===== src/rtl/rt_pkg.sv =====
// Shared ray-tracer types: default coordinate/index widths, the vec3 payload
// and the triangle-issue FSM encoding.
package rt_pkg;

    localparam int unsigned D_BITS = 32;
    localparam int unsigned Q_BITS = 10;
    localparam int unsigned M_BITS = 12;

    typedef struct packed {
        logic signed [D_BITS-1:0] x;
        logic signed [D_BITS-1:0] y;
        logic signed [D_BITS-1:0] z;
    } vec3;

    typedef enum logic [2:0] {
        IDLE     = 3'd0,
        RAY_RD   = 3'd1,
        TRI_REQ  = 3'd2,
        TRI_WAIT = 3'd3,
        EMIT     = 3'd4
    } issue_state_e;

endpackage


===== src/rtl/triangle_issue_if.sv =====
// Ray FIFO, triangle memory and intersect FIFO signals seen by triangle_issue.
// master is the issue block, slave is the surrounding environment.
interface triangle_issue_if #(
    parameter int unsigned M_BITS = rt_pkg::M_BITS
);
    import rt_pkg::*;

    logic [M_BITS-1:0] num_tri;

    logic              ray_empty;
    logic              ray_rd_en;
    vec3               ray_origin;
    vec3               ray_dir;

    logic [M_BITS-1:0] tri_addr;
    logic              tri_rd_en;
    vec3               tri_v0;
    vec3               tri_v1;
    vec3               tri_v2;

    logic              out_full;
    logic              out_wr_en;
    vec3               out_origin;
    vec3               out_dir;
    vec3               out_v0;
    vec3               out_v1;
    vec3               out_v2;
    logic [M_BITS-1:0] out_triangle_ID;

    logic              busy;

    modport master (
        input  num_tri, ray_empty, ray_origin, ray_dir,
        input  tri_v0, tri_v1, tri_v2, out_full,
        output ray_rd_en, tri_addr, tri_rd_en,
        output out_wr_en, out_origin, out_dir, out_v0, out_v1, out_v2,
        output out_triangle_ID, busy
    );

    modport slave (
        output num_tri, ray_empty, ray_origin, ray_dir,
        output tri_v0, tri_v1, tri_v2, out_full,
        input  ray_rd_en, tri_addr, tri_rd_en,
        input  out_wr_en, out_origin, out_dir, out_v0, out_v1, out_v2,
        input  out_triangle_ID, busy
    );

endinterface


===== src/rtl/triangle_issue.sv =====
// Pairs each incoming ray with every triangle of the scene, in index order,
// and pushes the ray/triangle pairs to the intersect FIFO.
module triangle_issue
    import rt_pkg::*;
#(
    parameter int unsigned Q_BITS = rt_pkg::Q_BITS,
    parameter int unsigned D_BITS = rt_pkg::D_BITS,
    parameter int unsigned M_BITS = rt_pkg::M_BITS
) (
    input  logic             clock,
    input  logic             reset,
    triangle_issue_if.master bus
);

    // Coordinates travel as the shared vec3 type, so widths must agree with it.
    if (D_BITS != rt_pkg::D_BITS) begin : g_bad_d_bits
        $error("triangle_issue: D_BITS must match rt_pkg::D_BITS");
    end
    if (Q_BITS >= D_BITS) begin : g_bad_q_bits
        $error("triangle_issue: Q_BITS must be smaller than D_BITS");
    end

    issue_state_e      state;
    issue_state_e      state_nx;
    logic [M_BITS-1:0] index;
    logic [M_BITS-1:0] index_nx;
    logic [M_BITS-1:0] count;
    vec3               ray_org_q;
    vec3               ray_dir_q;
    logic              last_c;

    // Terminal test uses the count latched with the ray, never the live input.
    assign last_c = (index == count - M_BITS'(1));

    // Write only in EMIT with room downstream; reset kills a pending write.
    assign bus.out_wr_en = (state == EMIT) && !bus.out_full && !reset;

    // Next-state and next-index logic.
    always_comb begin
        state_nx = state;
        index_nx = index;
        case (state)
            IDLE: begin
                if (!bus.ray_empty) begin
                    state_nx = RAY_RD;
                end
            end
            RAY_RD: begin
                index_nx = '0;
                state_nx = (bus.num_tri == '0) ? IDLE : TRI_REQ;
            end
            TRI_REQ: begin
                state_nx = TRI_WAIT;
            end
            TRI_WAIT: begin
                state_nx = EMIT;
            end
            EMIT: begin
                if (!bus.out_full) begin
                    if (last_c) begin
                        state_nx = IDLE;
                    end else begin
                        index_nx = index + M_BITS'(1);
                        state_nx = TRI_REQ;
                    end
                end
            end
            default: begin
                state_nx = IDLE;
            end
        endcase
    end

    // State, strobes and datapath registers.
    always_ff @(posedge clock) begin
        if (reset) begin
            state               <= IDLE;
            index               <= '0;
            count               <= '0;
            ray_org_q           <= '0;
            ray_dir_q           <= '0;
            bus.ray_rd_en       <= 1'b0;
            bus.tri_rd_en       <= 1'b0;
            bus.tri_addr        <= '0;
            bus.busy            <= 1'b0;
            bus.out_origin      <= '0;
            bus.out_dir         <= '0;
            bus.out_v0          <= '0;
            bus.out_v1          <= '0;
            bus.out_v2          <= '0;
            bus.out_triangle_ID <= '0;
        end else begin
            state         <= state_nx;
            index         <= index_nx;
            bus.ray_rd_en <= (state_nx == RAY_RD);
            bus.tri_rd_en <= (state_nx == TRI_REQ);
            bus.busy      <= (state_nx != IDLE);

            if (state_nx == TRI_REQ) begin
                bus.tri_addr <= index_nx;
            end

            // FWFT head is still presented during the pop cycle.
            if (state == RAY_RD) begin
                ray_org_q <= bus.ray_origin;
                ray_dir_q <= bus.ray_dir;
                count     <= bus.num_tri;
            end

            // All pair fields change together on entry to EMIT and then hold.
            if (state == TRI_WAIT) begin
                bus.out_origin      <= ray_org_q;
                bus.out_dir         <= ray_dir_q;
                bus.out_v0          <= bus.tri_v0;
                bus.out_v1          <= bus.tri_v1;
                bus.out_v2          <= bus.tri_v2;
                bus.out_triangle_ID <= index;
            end
        end
    end

endmodule


===== src/flat_wrapper.sv =====
// flat-port wrapper written by rule: the top's interface ports become plain ports
module triangle_issue_flat import rt_pkg::*;
#(
    parameter int unsigned Q_BITS = rt_pkg::Q_BITS,
    parameter int unsigned D_BITS = rt_pkg::D_BITS,
    parameter int unsigned M_BITS = rt_pkg::M_BITS
)
  (clock, reset, bus_num_tri, bus_ray_empty, bus_ray_origin, bus_ray_dir, bus_tri_v0, bus_tri_v1, bus_tri_v2, bus_out_full, bus_ray_rd_en, bus_tri_addr, bus_tri_rd_en, bus_out_wr_en, bus_out_origin, bus_out_dir, bus_out_v0, bus_out_v1, bus_out_v2, bus_out_triangle_ID, bus_busy);
  triangle_issue_if #(.M_BITS(M_BITS)) bus_i ();
  input  logic clock;
  input  logic reset;
  input wire logic [$bits(bus_i.num_tri)-1:0] bus_num_tri;
  input wire logic [$bits(bus_i.ray_empty)-1:0] bus_ray_empty;
  input wire logic [$bits(bus_i.ray_origin)-1:0] bus_ray_origin;
  input wire logic [$bits(bus_i.ray_dir)-1:0] bus_ray_dir;
  input wire logic [$bits(bus_i.tri_v0)-1:0] bus_tri_v0;
  input wire logic [$bits(bus_i.tri_v1)-1:0] bus_tri_v1;
  input wire logic [$bits(bus_i.tri_v2)-1:0] bus_tri_v2;
  input wire logic [$bits(bus_i.out_full)-1:0] bus_out_full;
  output wire logic [$bits(bus_i.ray_rd_en)-1:0] bus_ray_rd_en;
  output wire logic [$bits(bus_i.tri_addr)-1:0] bus_tri_addr;
  output wire logic [$bits(bus_i.tri_rd_en)-1:0] bus_tri_rd_en;
  output wire logic [$bits(bus_i.out_wr_en)-1:0] bus_out_wr_en;
  output wire logic [$bits(bus_i.out_origin)-1:0] bus_out_origin;
  output wire logic [$bits(bus_i.out_dir)-1:0] bus_out_dir;
  output wire logic [$bits(bus_i.out_v0)-1:0] bus_out_v0;
  output wire logic [$bits(bus_i.out_v1)-1:0] bus_out_v1;
  output wire logic [$bits(bus_i.out_v2)-1:0] bus_out_v2;
  output wire logic [$bits(bus_i.out_triangle_ID)-1:0] bus_out_triangle_ID;
  output wire logic [$bits(bus_i.busy)-1:0] bus_busy;
  assign bus_i.num_tri = bus_num_tri;
  assign bus_i.ray_empty = bus_ray_empty;
  assign bus_i.ray_origin = bus_ray_origin;
  assign bus_i.ray_dir = bus_ray_dir;
  assign bus_i.tri_v0 = bus_tri_v0;
  assign bus_i.tri_v1 = bus_tri_v1;
  assign bus_i.tri_v2 = bus_tri_v2;
  assign bus_i.out_full = bus_out_full;
  assign bus_ray_rd_en = bus_i.ray_rd_en;
  assign bus_tri_addr = bus_i.tri_addr;
  assign bus_tri_rd_en = bus_i.tri_rd_en;
  assign bus_out_wr_en = bus_i.out_wr_en;
  assign bus_out_origin = bus_i.out_origin;
  assign bus_out_dir = bus_i.out_dir;
  assign bus_out_v0 = bus_i.out_v0;
  assign bus_out_v1 = bus_i.out_v1;
  assign bus_out_v2 = bus_i.out_v2;
  assign bus_out_triangle_ID = bus_i.out_triangle_ID;
  assign bus_busy = bus_i.busy;
  triangle_issue #(.Q_BITS(Q_BITS), .D_BITS(D_BITS), .M_BITS(M_BITS)) u_core (.clock(clock), .reset(reset), .bus(bus_i));
endmodule

===== config.mk =====
export PLATFORM = sky130hd
export DESIGN_NAME = triangle_issue_flat
export DESIGN_NICKNAME = d
export VERILOG_FILES = /design/src/rtl/rt_pkg.sv /design/src/rtl/triangle_issue_if.sv /design/src/rtl/triangle_issue.sv /design/src/flat_wrapper.sv
export SDC_FILE = /design/constraint.sdc
export NUM_CORES = 1
export LEC_CHECK = 0
export CAP_MARGIN = 10
export CELL_PAD_IN_SITES_DETAIL_PLACEMENT = 0
export CELL_PAD_IN_SITES_GLOBAL_PLACEMENT = 1
export CORE_AREA = 2 2 397 399
export DETAILED_ROUTE_END_ITERATION = 12
export DIE_AREA = 0 0 399 401
export GPL_TIMING_DRIVEN = 0
export PLACE_DENSITY_LB_ADDON = 0.1
export SLEW_MARGIN = 25
export SYNTH_ARGS = -nofsm -noshare
export SYNTH_HDL_FRONTEND = slang
export SYNTH_SLANG_ARGS = --single-unit

===== constraint.sdc =====
create_clock -name clock -period 3.16 [get_ports clock]
set_clock_uncertainty 0.05 [all_clocks]
set_input_delay 0.632 -clock clock [delete_from_list [all_inputs] [get_ports clock]]
set_output_delay 0.632 -clock clock [all_outputs]
set_load 0.05 [all_outputs]

# Word-level counts from Yosys, hierarchy flattened
# Index checks and enable logic that the tools add are counted.
# Widths: inputs -> output; s select.
[totals]
ramBits = 0
output_inout_bits = 508
latch_bits = 0
input_bits = 496
regBits = 726
mem_bits_ro = 0
mem_count = 0
[op_classes]
reduce_logical = 7
muxes = 8
n_addsub = 2
eq_ne = 7
n_bitwise = 0
div_mod_pow = 0
shifts = 0
mul = 0
n_lt_le_gt_ge = 0
[ops]
columns = ["cell", "count"]
rows = [
  ["$mux 12", 2],
  ["$pmux 12 s2", 1],
  ["$pmux 3 s5", 1],
  ["$add 12x1->12 const B", 1],
  ["$eq 12x12->1", 1],
  ["$logic_not 12->1", 1],
  ["$sub 12x1->12 const B", 1],
  ["$eq 3x2->1 const B", 3],
  ["$eq 3x1->1 const B", 2],
  ["$mux 3", 2],
  ["$mux 2", 2],
  ["$eq 3x3->1 const B", 1],
  ["$logic_not 3->1", 1],
  ["$reduce_bool 3->1", 1],
  ["$logic_and 1x1->1", 2],
  ["$logic_not 1->1", 2],
]

# Depth between registers and ports, before layout
# Gate-level depths: netlist of the first run.
[depth]
ltp_word = 6
mapped_depth = 12

# Least setup slack after synthesis of the first run
# Ideal clock, no wire load.
[synth_path]
path_type = "register to register"
startpoint = "register u_core.count[0]"
endpoint = "register u_core.bus.tri_addr[5]"
required_ps = 3022
path_stages_with_launch = 13
n_path_buf = 3
setup_time_ps = 88
setup_slack_ps = 66
arrival_time_ps = 2956
path_cell_list = "dfxtp_1 -> clkbuf_1 -> inv_1 -> ha_1 -> clkbuf_1 -> or3b_2 -> o221ai_1 -> o311ai_1 -> o211a_1 -> a21o_1 -> buf_6 -> or4_4 -> a311oi_2"
[synth_via]
elab_chain_len = 6
elab_cells_between_ends = 9
classes_between = "add/sub: 1; eq/ne: 2; mux: 6"
[synth_rtl]
columns = ["element", "line_no", "rtl"]
rows = [
  ["from (decl)", "triangle_issue.sv:27", "logic [M_BITS-1:0] count;"],
  ["from (signal assigned)", "triangle_issue.sv:107", "count <= bus.num_tri;"],
  ["$sub 12x1->12 *", "triangle_issue.sv:33", "assign last_c = (index == count - M_BITS'(1));"],
  ["$eq 12x12->1 *", "triangle_issue.sv:33", ""],
  ["$mux 2", "triangle_issue.sv:60", "if (last_c) begin"],
  ["$mux 3", "triangle_issue.sv:59", "if (!bus.out_full) begin"],
  ["$pmux 3 s5", "triangle_issue.sv:42", "case (state)"],
  ["$eq 3x2->1", "triangle_issue.sv:99", "if (state_nx == TRI_REQ) begin"],
  ["to (signal assigned)", "triangle_issue.sv:100", "bus.tri_addr <= index_nx;"],
  ["to (decl)", "triangle_issue_if.sv:35", "output ray_rd_en, tri_addr, tri_rd_en,"],
]
# Mark *: on every way between the ends. The rest lies on a longest branch, timed or not.
# A chain may end at the register's enable or synchronous reset.

# Final worst setup path of the first run
[layout_path]
startpoint = "register u_core.count[2]"
endpoint = "register u_core.bus.tri_addr[9]"
# Same word-level chain as after synthesis.

==> results of run 1 <==
## placed cells by master (no fill, tap or decap), types with 10 or more instances in the layout
cell type,count
diode_2,15
a21oi_1,717
clkdlybuf4s50_1,1001
clkinv_2,10
dfxtp_1,724
clkbuf_16,95
buf_1,15
nand2_1,1409
clkbuf_8,27
nor2_1,11
clkbuf_2,16
clkbuf_1,237
nand3_1,15
## critical path, cell delays in order (launching register included)
cell	delay [ns]
dfxtp_1	0.29
buf_2	0.17
or4_1	0.52
buf_2	0.18
o221ai_2	0.21
o311ai_2	0.17
o211a_1	0.28
a21o_1	0.17
buf_6	0.15
or4_4	0.53
a311oi_2	0.26
## metal layers
layer / track usage (%) / wire (um) / vias up
met4: 5.69 / 4510 / 46
met2: 30.7 / 71600 / 822
met1: 19.6 / 58100 / 12000
met5: 0 / 280 / -
li1: - / - / 12800
met3: 8.00 / 14800 / 246
## power by group
part / total, W / internal [W] / switching, W
clock: 0.0108 / 0.00621 / 0.00461
combinational: 0.00252 / 0.00103 / 0.00149
sequential: 0.00958 / 0.00943 / 0.000150
total: 0.0229 / 0.0167 / 0.00625
## flip-flops by register name, summed over array words and instances (netlist names), 96 cells and up
register,count
u_core.bus.out_dir,96
u_core.bus.out_origin,96
u_core.bus.out_v0,96
u_core.bus.out_v1,96
u_core.bus.out_v2,96
u_core.ray_dir_q,96
u_core.ray_org_q,96
## stage by stage
stage	cells	TNS (ns)	setup WS [ns]	utilization [%]	hold WS [ns]
after floorplan	3253	0	0.0655	-	0.382
after global placement	6313	-140.30	-1.41	24.4	0.391
after detailed placement	6316	-13.12	-0.956	24.5	0.391
after CTS	6491	0	0.00425	26.5	0.346
after global routing	6503	-0.182	-0.0580	26.6	0.388
final	6508	0	0.0968	26.6	0.373
## Yosys cell counts, types with 4 or more instances
cell      instances  area (um^2)
and3_1            4         25.0
nand2b_1          7         43.8
inv_1             5         18.8
nand2_1        1409         5290
a31oi_1           4         25.0
o31ai_1           4         30.0
buf_1            16         60.1
nor2_1           11         41.3
o21ai_1           4         20.0
nor2b_1           5         31.3
nor4_1            7         43.8
clkbuf_1        228          856
dfxtp_1         726        14500
a21oi_1         718         3590
or3_1             7         43.8
nand3_1          15         75.1
xnor2_1           8         70.1
nor3_1            9         45.0
## kinds of logic after synthesis
group / Yosys count
mux: 4
compound gates: 762
xor+xnor: 10
fa+ha+maj: 2
simple gates: 1494
buf+inv: 255
flops: 726
## timing repair
action / CTS / global route
setup endpoints to repair: 50 / 45
setup buffers: 5 / 3
gates resized for setup: 21 / 10
gates cloned: 1 / 0
pin swaps: 3 / 2
## worst max path at each step
stage	startpoint	endpoint	slack, ns	depth (start not counted)
floorplan	u_core.count[0]	u_core.bus.tri_addr[5]	0.07	12
finish	u_core.count[2]	u_core.bus.tri_addr[9]	0.1	10
detailed placement	reset	bus_out_wr_en	-0.96	5
CTS	u_core.state[2]	bus_out_wr_en	0.004	5
global route	u_core.count[2]	u_core.bus.tri_addr[9]	-0.06	10
global placement	reset	bus_out_wr_en	-1.41	5
## area by class of cell
| type | count | area share, % |
|---|---|---|
| sequential | 726 | 35.1 |
| timing repair buffer | 1013 | 24.6 |
| multi-input combinational | 2273 | 24.2 |
| clock buffer | 151 | 6.91 |
| tap | 2058 | 6.22 |
| buffer | 244 | 2.31 |
| clock inverter | 21 | 0.502 |
| antenna | 15 | 0.0907 |
| inverter | 7 | 0.0635 |
==> impl_results.md, run 1 <==
* Status: completed
* Yosys reg bits at 726
* Max Buffers Root-to-Sink at 3
* Ys async rst share at 0%
* Slew @ Worst Pin at 0.993 ns
* Critical Path Source Type: flip-flop
* Post-Layout Inst Area at 41400 um^2
* Synth Area in Simple Gates at 22.8%
* Critical R2R Launch: u_core.count[2]
* Post-Synth Adder-Cell Area at 0.0985%
* Die H at 401 um
* Crit Path Class: reg2reg
* Fin nets at 4858
* Gr ovfl total at 0
* P per Cell Area at 554 nW/um^2
* DR pass1 iterations at 5
* GPL Wtd Cong at 0.841
* Worst Hold Launch: u_core.ray_dir_q[19]
* Number of synthesized flops with an enable pin at 0
* R2R setup slack at 0.1 ns
* R2R cell count at 10
* First-pass GRT wire length at 203000 um
* Synth Cell Area at 25400 um^2
* Clock transition at the registers of the reported paths at 0.06 ns
* Arrival @ worst endpoint at 3.59 ns
* Achievable frequency at 326 MHz
* Cts bufs inserted at 95
* Mux contribution to synthesized area at 0.167%
* Synth-to-Final Area Change at 62.8%
* Routed WL per cell at 22.9 um
* Multi-input logic area at 10000 um^2
* Final Cycle Share at 96.9%
* Finish-stage setup viols at 0
* Post-synthesis compound-gate area fraction at 15.5%
* Io pins at 1004
* Worst min path class: reg2reg
* Routed Antenna Nets at 0
* Critical Path RT at 3.69 ns
* All-Layer GR Usage at 17.9%
* Syn. warnings at 0
* Part of the Yosys area used for sequential elements at 57.2%
* Max IR drop VDD at 388 uV
* Core Area at 156000 um^2
* # rows at 145
* DR iter-0 viols at 1131
* Syn_nets at 3751
* H-tree depth at 3
* Die area at 160000 um^2
* Xor-xnor portion of the synthesized cell area at 0.345%
* Starting density of the core at 16.3%
* Post-synth top flop: dfxtp_1
* Chip width at 399 um
* CP Max Fanout at 10
* Final hold vios at 0
* Vias at 25900
* TritonCTS clock tree: yes
* Hold path cells at 2
* Vias per cell at 3.98
* Final Power at 0.0229 W
* Main combinational cell family by area after synthesis: simple AND/OR/NAND/NOR gates
* Max Slew Vio Count at 0
* DRC at 0
* Post-route minimum period at 3.06 ns
* Initial antenna violation count at 60
* Layout cells sized above 1 at 4.51%
* WL final at 149000 um
* Reg2reg end: u_core.bus.tri_addr[9]
* Leak pwr at 13.5 nW
* Hold endpoint: u_core.bus.out_dir[19]
* Register area at 14500 um^2
* Worst relative slew slack at 33.8%
* Largest net degree at the start of global routing at 18
* Number of global-route vias before repair at 25700
* Post-DP HPWL at 117000 um
* Synth cell types at 63
* Clock Sinks at 726
* FILL cells at 17200
* Clock Tree Root: clkbuf_16
* PortBufs at 1002
* DP Area at 38100 um^2
* RSZ-0062 raised after global routing: true
* Cts hold-fix bufs at 0
* CP endpoint kind: flip-flop
* Cells after synthesis at 3253
* Max-Cap Viols at 0
* Skew-Pair Late Insertion Delay at 0.71 ns
* Mapped Avg Cell Area at 7.81 um^2
Note: power is estimated with default switching activity, not from simulation.
==> inputs of run 2 (changes only) <==
- SLEW_MARGIN: 25 -> 20
==> impl_results.md, run 2 (synthesized netlist as in run 1, its figures left out) <==
* Routed WL per cell at 23.0 um (was 22.9 um)
* Die H at 401 um (unchanged)
* Cts bufs inserted at 95 (unchanged)
* DRC at 0 (unchanged)
* Final hold vios at 0 (unchanged)
* # rows at 145 (unchanged)
* Gr ovfl total at 0 (unchanged)
* Initial antenna violation count at 67 (was 60)
* Layout cells sized above 1 at 4.18% (was 4.51%)
* Worst relative slew slack at 35.1% (was 33.8%)
* Post-route minimum period at 3.08 ns (was 3.06 ns)
* Achievable frequency at 325 MHz (was 326 MHz)
* Skew-Pair Late Insertion Delay at 0.70 ns (was 0.71 ns)
* Leak pwr at 13.4 nW (was 13.5 nW)
* Chip width at 399 um (unchanged)
* PortBufs at 1002 (unchanged)
* CP Max Fanout at 9 (was 10)
* Critical Path Source Type: flip-flop (unchanged)
* CP endpoint kind: flip-flop (unchanged)
* WL final at 149000 um (about the same)
* Status: completed (unchanged)
* All-Layer GR Usage at 18.0% (was 17.9%)
* GPL Wtd Cong at 0.841 (unchanged)
* Starting density of the core at 16.3% (unchanged)
* Worst min path class: reg2reg (unchanged)
* Max-Cap Viols at 0 (unchanged)
* Finish-stage setup viols at 0 (unchanged)
* Fin nets at 4850 (was 4858)
* Vias at 25900 (about the same)
* DP Area at 38000 um^2 (was 38100 um^2)
* Max IR drop VDD at 403 uV (was 388 uV)
* P per Cell Area at 557 nW/um^2 (was 554 nW/um^2)
* Clock Tree Root: clkbuf_16 (unchanged)
* Clock Sinks at 726 (unchanged)
* Vias per cell at 3.98 (about the same)
* Critical Path RT at 3.71 ns (was 3.69 ns)
* Io pins at 1004 (unchanged)
* Post-Layout Inst Area at 41400 um^2 (about the same)
* TritonCTS clock tree: yes (unchanged)
* H-tree depth at 3 (unchanged)
* Clock transition at the registers of the reported paths at 0.06 ns (about the same)
* Number of global-route vias before repair at 25600 (was 25700)
* Final Power at 0.0230 W (was 0.0229 W)
* Final core utilization at 26.6% (about the same)
* Most frequent cells in the layout: nand2_1, clkdlybuf4s50_1, dfxtp_1, a21oi_1, clkbuf_1 (unchanged)
* Synth-to-Final Area Change at 62.8% (about the same)
* First-pass GRT wire length at 204000 um (was 203000 um)
* DR pass1 iterations at 5 (unchanged)
* Largest net degree at the start of global routing at 20 (was 18)
* Routed Antenna Nets at 0 (unchanged)
* Slew @ Worst Pin at 0.970 ns (was 0.993 ns)
* Cts hold-fix bufs at 0 (unchanged)
* Commonest non-fill, non-tap cell in the layout: nand2_1 (unchanged)
* Max Buffers Root-to-Sink at 3 (unchanged)
* Max Slew Vio Count at 0 (unchanged)
* Post-DP HPWL at 117000 um (about the same)
* Die area at 160000 um^2 (unchanged)
* Arrival @ worst endpoint at 3.63 ns (was 3.59 ns)
* Crit Path Class: reg2reg (unchanged)
* DR iter-0 viols at 1047 (was 1131)
* Final Cycle Share at 97.4% (was 96.9%)
* RSZ-0062 raised after global routing: true (unchanged)
* Core Area at 156000 um^2 (unchanged)
==> run 2: cell count changes in the layout (fill, tap and decap cells not counted), sizes merged <==
cell      change
inv           -3
bufinv        +4
clkinvlp      -1
clkbuf        +1
a21oi         -1
clkinv        -1
diode         +2
buf           -6
==> run 2: routing by layer <==
| metal | track usage [%] | share of wire, % | vias to the layer above | routed length, um |
|---|---|---|---|---|
| li1 | - | - | 12800 | - |
| met1 | 19.8 | 39 | 12000 | 58100 |
| met2 | 30.4 | 48 | 813 | 71600 |
| met3 | 7.91 | 9.9 | 253 | 14800 |
| met4 | 6.57 | 3.1 | 58 | 4690 |
| met5 | 0 | 0.24 | - | 364 |
==> run 2: final timing paths <==
| check | from | end | slack, ns | cells past startpoint |
|---|---|---|---|---|
| hold reg to reg | u_core.ray_dir_q[59] | u_core.bus.out_dir[59] | 0.39 | 2 |
| setup reg to reg | u_core.count[2] | u_core.bus.tri_addr[9] | 0.08 | 10 |
| hold / removal | u_core.ray_dir_q[59] | u_core.bus.out_dir[59] | 0.39 | 2 |
| setup / recovery | u_core.count[2] | u_core.bus.tri_addr[9] | 0.08 | 10 |
==> run 2: worst max-delay path, cell delays in order (launching register included) <==
cell,delay (ns)
dfxtp_1,0.29
buf_2,0.17
or4_1,0.55
buf_6,0.16
o221ai_4,0.21
o311ai_4,0.15
o211a_4,0.29
a21o_1,0.19
buf_6,0.14
or4_4,0.53
a311oi_2,0.26
==> run 2: final cells by class <==
type,instances,area [um^2]
sequential,726,14500
inverter,7,26.3
antenna,17,42.5
buffer,243,956
timing repair buffer,1007,10100
multi-input combinational,2272,10100
tap,2058,2570
clock inverter,20,308
clock buffer,153,2800
fill,17300,114000
==> run 2: per-stage QoR <==
step                      setup TNS, ns  instances  setup WS, ns  hold WS, ns
after CTS                             0       6482       0.00732        0.345
final                                 0       6503        0.0817        0.389
after floorplan                       0       3253        0.0655        0.382
after global routing            -0.0218       6497       -0.0218        0.386
after detailed placement         -17.80       6313        -0.941        0.392
after global placement          -140.30       6313         -1.41        0.391
==> run 2: timing repair <==
item	in CTS	in global routing
gates resized for setup	23	22
endpoints found under the setup margin	84	36
hold endpoints to repair	0	0
pin swaps	0	2
buffers inserted	1	3
==> run 2: where the power goes <==
part           switching, W  internal, W
logic               0.00149      0.00104
registers          0.000151      0.00943
clock network       0.00453      0.00639
==> RTL change: new RTL, flow settings as in run 2 <==
The 5 states of `issue_state_e` get a one-hot encoding in 5 bits.
--- a/src/rtl/rt_pkg.sv
+++ b/src/rtl/rt_pkg.sv
@@ -14,8 +14,8 @@
 
-    typedef enum logic [2:0] {
-        IDLE     = 3'd0,
-        RAY_RD   = 3'd1,
-        TRI_REQ  = 3'd2,
-        TRI_WAIT = 3'd3,
-        EMIT     = 3'd4
+    typedef enum logic [4:0] {
+        IDLE     = 5'b00001,
+        RAY_RD   = 5'b00010,
+        TRI_REQ  = 5'b00100,
+        TRI_WAIT = 5'b01000,
+        EMIT     = 5'b10000
     } issue_state_e;
Behaviour: same outputs for any inputs over 4 cycles, from zero or initial values and one cycle with reset high; so few cycles prove little.
==> RTL change against run 2 <==
Design area increased by 0.13%. Critical path depth unchanged. Synthesized area about the same. Non-clock buffer count increased by 7. First-iteration DRC count decreased by 4.5%. Sequential cell count increased by 2. Setup slack improved by 0.065 ns. Global-route usage decreased by 0.42 points. Core utilization about the same. Wire length decreased by 2.0%.
Power is not compared: it rests on default switching activity, and its combinational part moved more than twofold at a synthesized area within 25%.
==> RTL change: results (changes against run 2) <==
metric,value,unit,change
pre-CTS WS,-0.863,ns,was -0.941 ns
Synth Cell Area,25400,um^2,about the same
Seq cells,728,,was 726
worst hold margin,0.392,ns,was 0.389 ns
Layout area overhead,63.0,%,was 62.8%
Worst Hold End,u_core.bus.out_origin[54],,was u_core.bus.out_dir[59]
cell count after placement,6306,,"was 6,313"
GRT Total Usage,0.176,,was 0.180
commonest cells in the netlist,"1,400 x nand2_1, 728 x dfxtp_1, 716 x a21oi_1",,"was 1,409 x nand2_1, 726 x dfxtp_1, 718 x a21oi_1"
DP Area,38100,um^2,"was 38,000 um^2"
Vias,25900,,about the same
Post-Syn Area per Cell,7.84,um^2,was 7.81 um^2
fin nets,4849,,"was 4,850"
Routed WL per cell,22.5,um,was 23.0 um
"Arr. time, crit path",3.50,ns,was 3.63 ns
first-pass GRT wire length,201000,um,"was 204,000 um"
met1 Track Usage GR,0.198,,about the same
met3 usage,0.0713,,was 0.0791
Non-Clock Buffer Count,1257,,"was 1,250"
HPWL after DPL,115000,um,"was 117,000 um"
CP max stage delay,0.49,ns,was 0.55 ns
critical path peak fanout,10,,was 9
Data buffer area share,0.267,,was 0.266
Final Non-Filler Cells,6501,,"was 6,503"
#MultiIn Comb,2259,,"was 2,272"
status,finished clean,,unchanged
post-synth net total,3742,,"was 3,751"
Unique masters post-synth,45,,was 63
total power,21.7,mW,
share of the yosys chip area belonging to registers,0.573,,was 0.572
==> RTL change: cell types whose count changed in the layout (fill, tap and decap cells not counted), moves of 8 or more <==
cell      delta
clkbuf_2    +11
a211oi_1     +8
clkbuf_8     +9
nand2_1      -9
nand4_1      +9
nand3_1      -8
buf_1       -14
a311oi_1    +10
==> RTL change: routing by layer <==
metal / wire length (um) / share of wire
met4: 2810 / 0.019
met3: 13200 / 0.090
met5: 391 / 0.0027
met1: 57900 / 0.39
met2: 72300 / 0.49
==> RTL change: timing repair <==
action | in CTS | in global routing
endpoints found under the setup margin | 162 | 142
gates resized for setup | 15 | 7
hold endpoints to repair | 0 | 0
cloned | 0 | 1
pin swaps | 0 | 2
buffers inserted | 0 | 7
==> RTL change: cell families after synthesis <==
logic type	count (synthesis)	share of synthesized area
compound gates	762	0.155
flops	728	0.573
simple gates	1481	0.227
buf+inv	258	0.0389
xor+xnor	13	0.00448
fa+ha+maj	2	0.000984
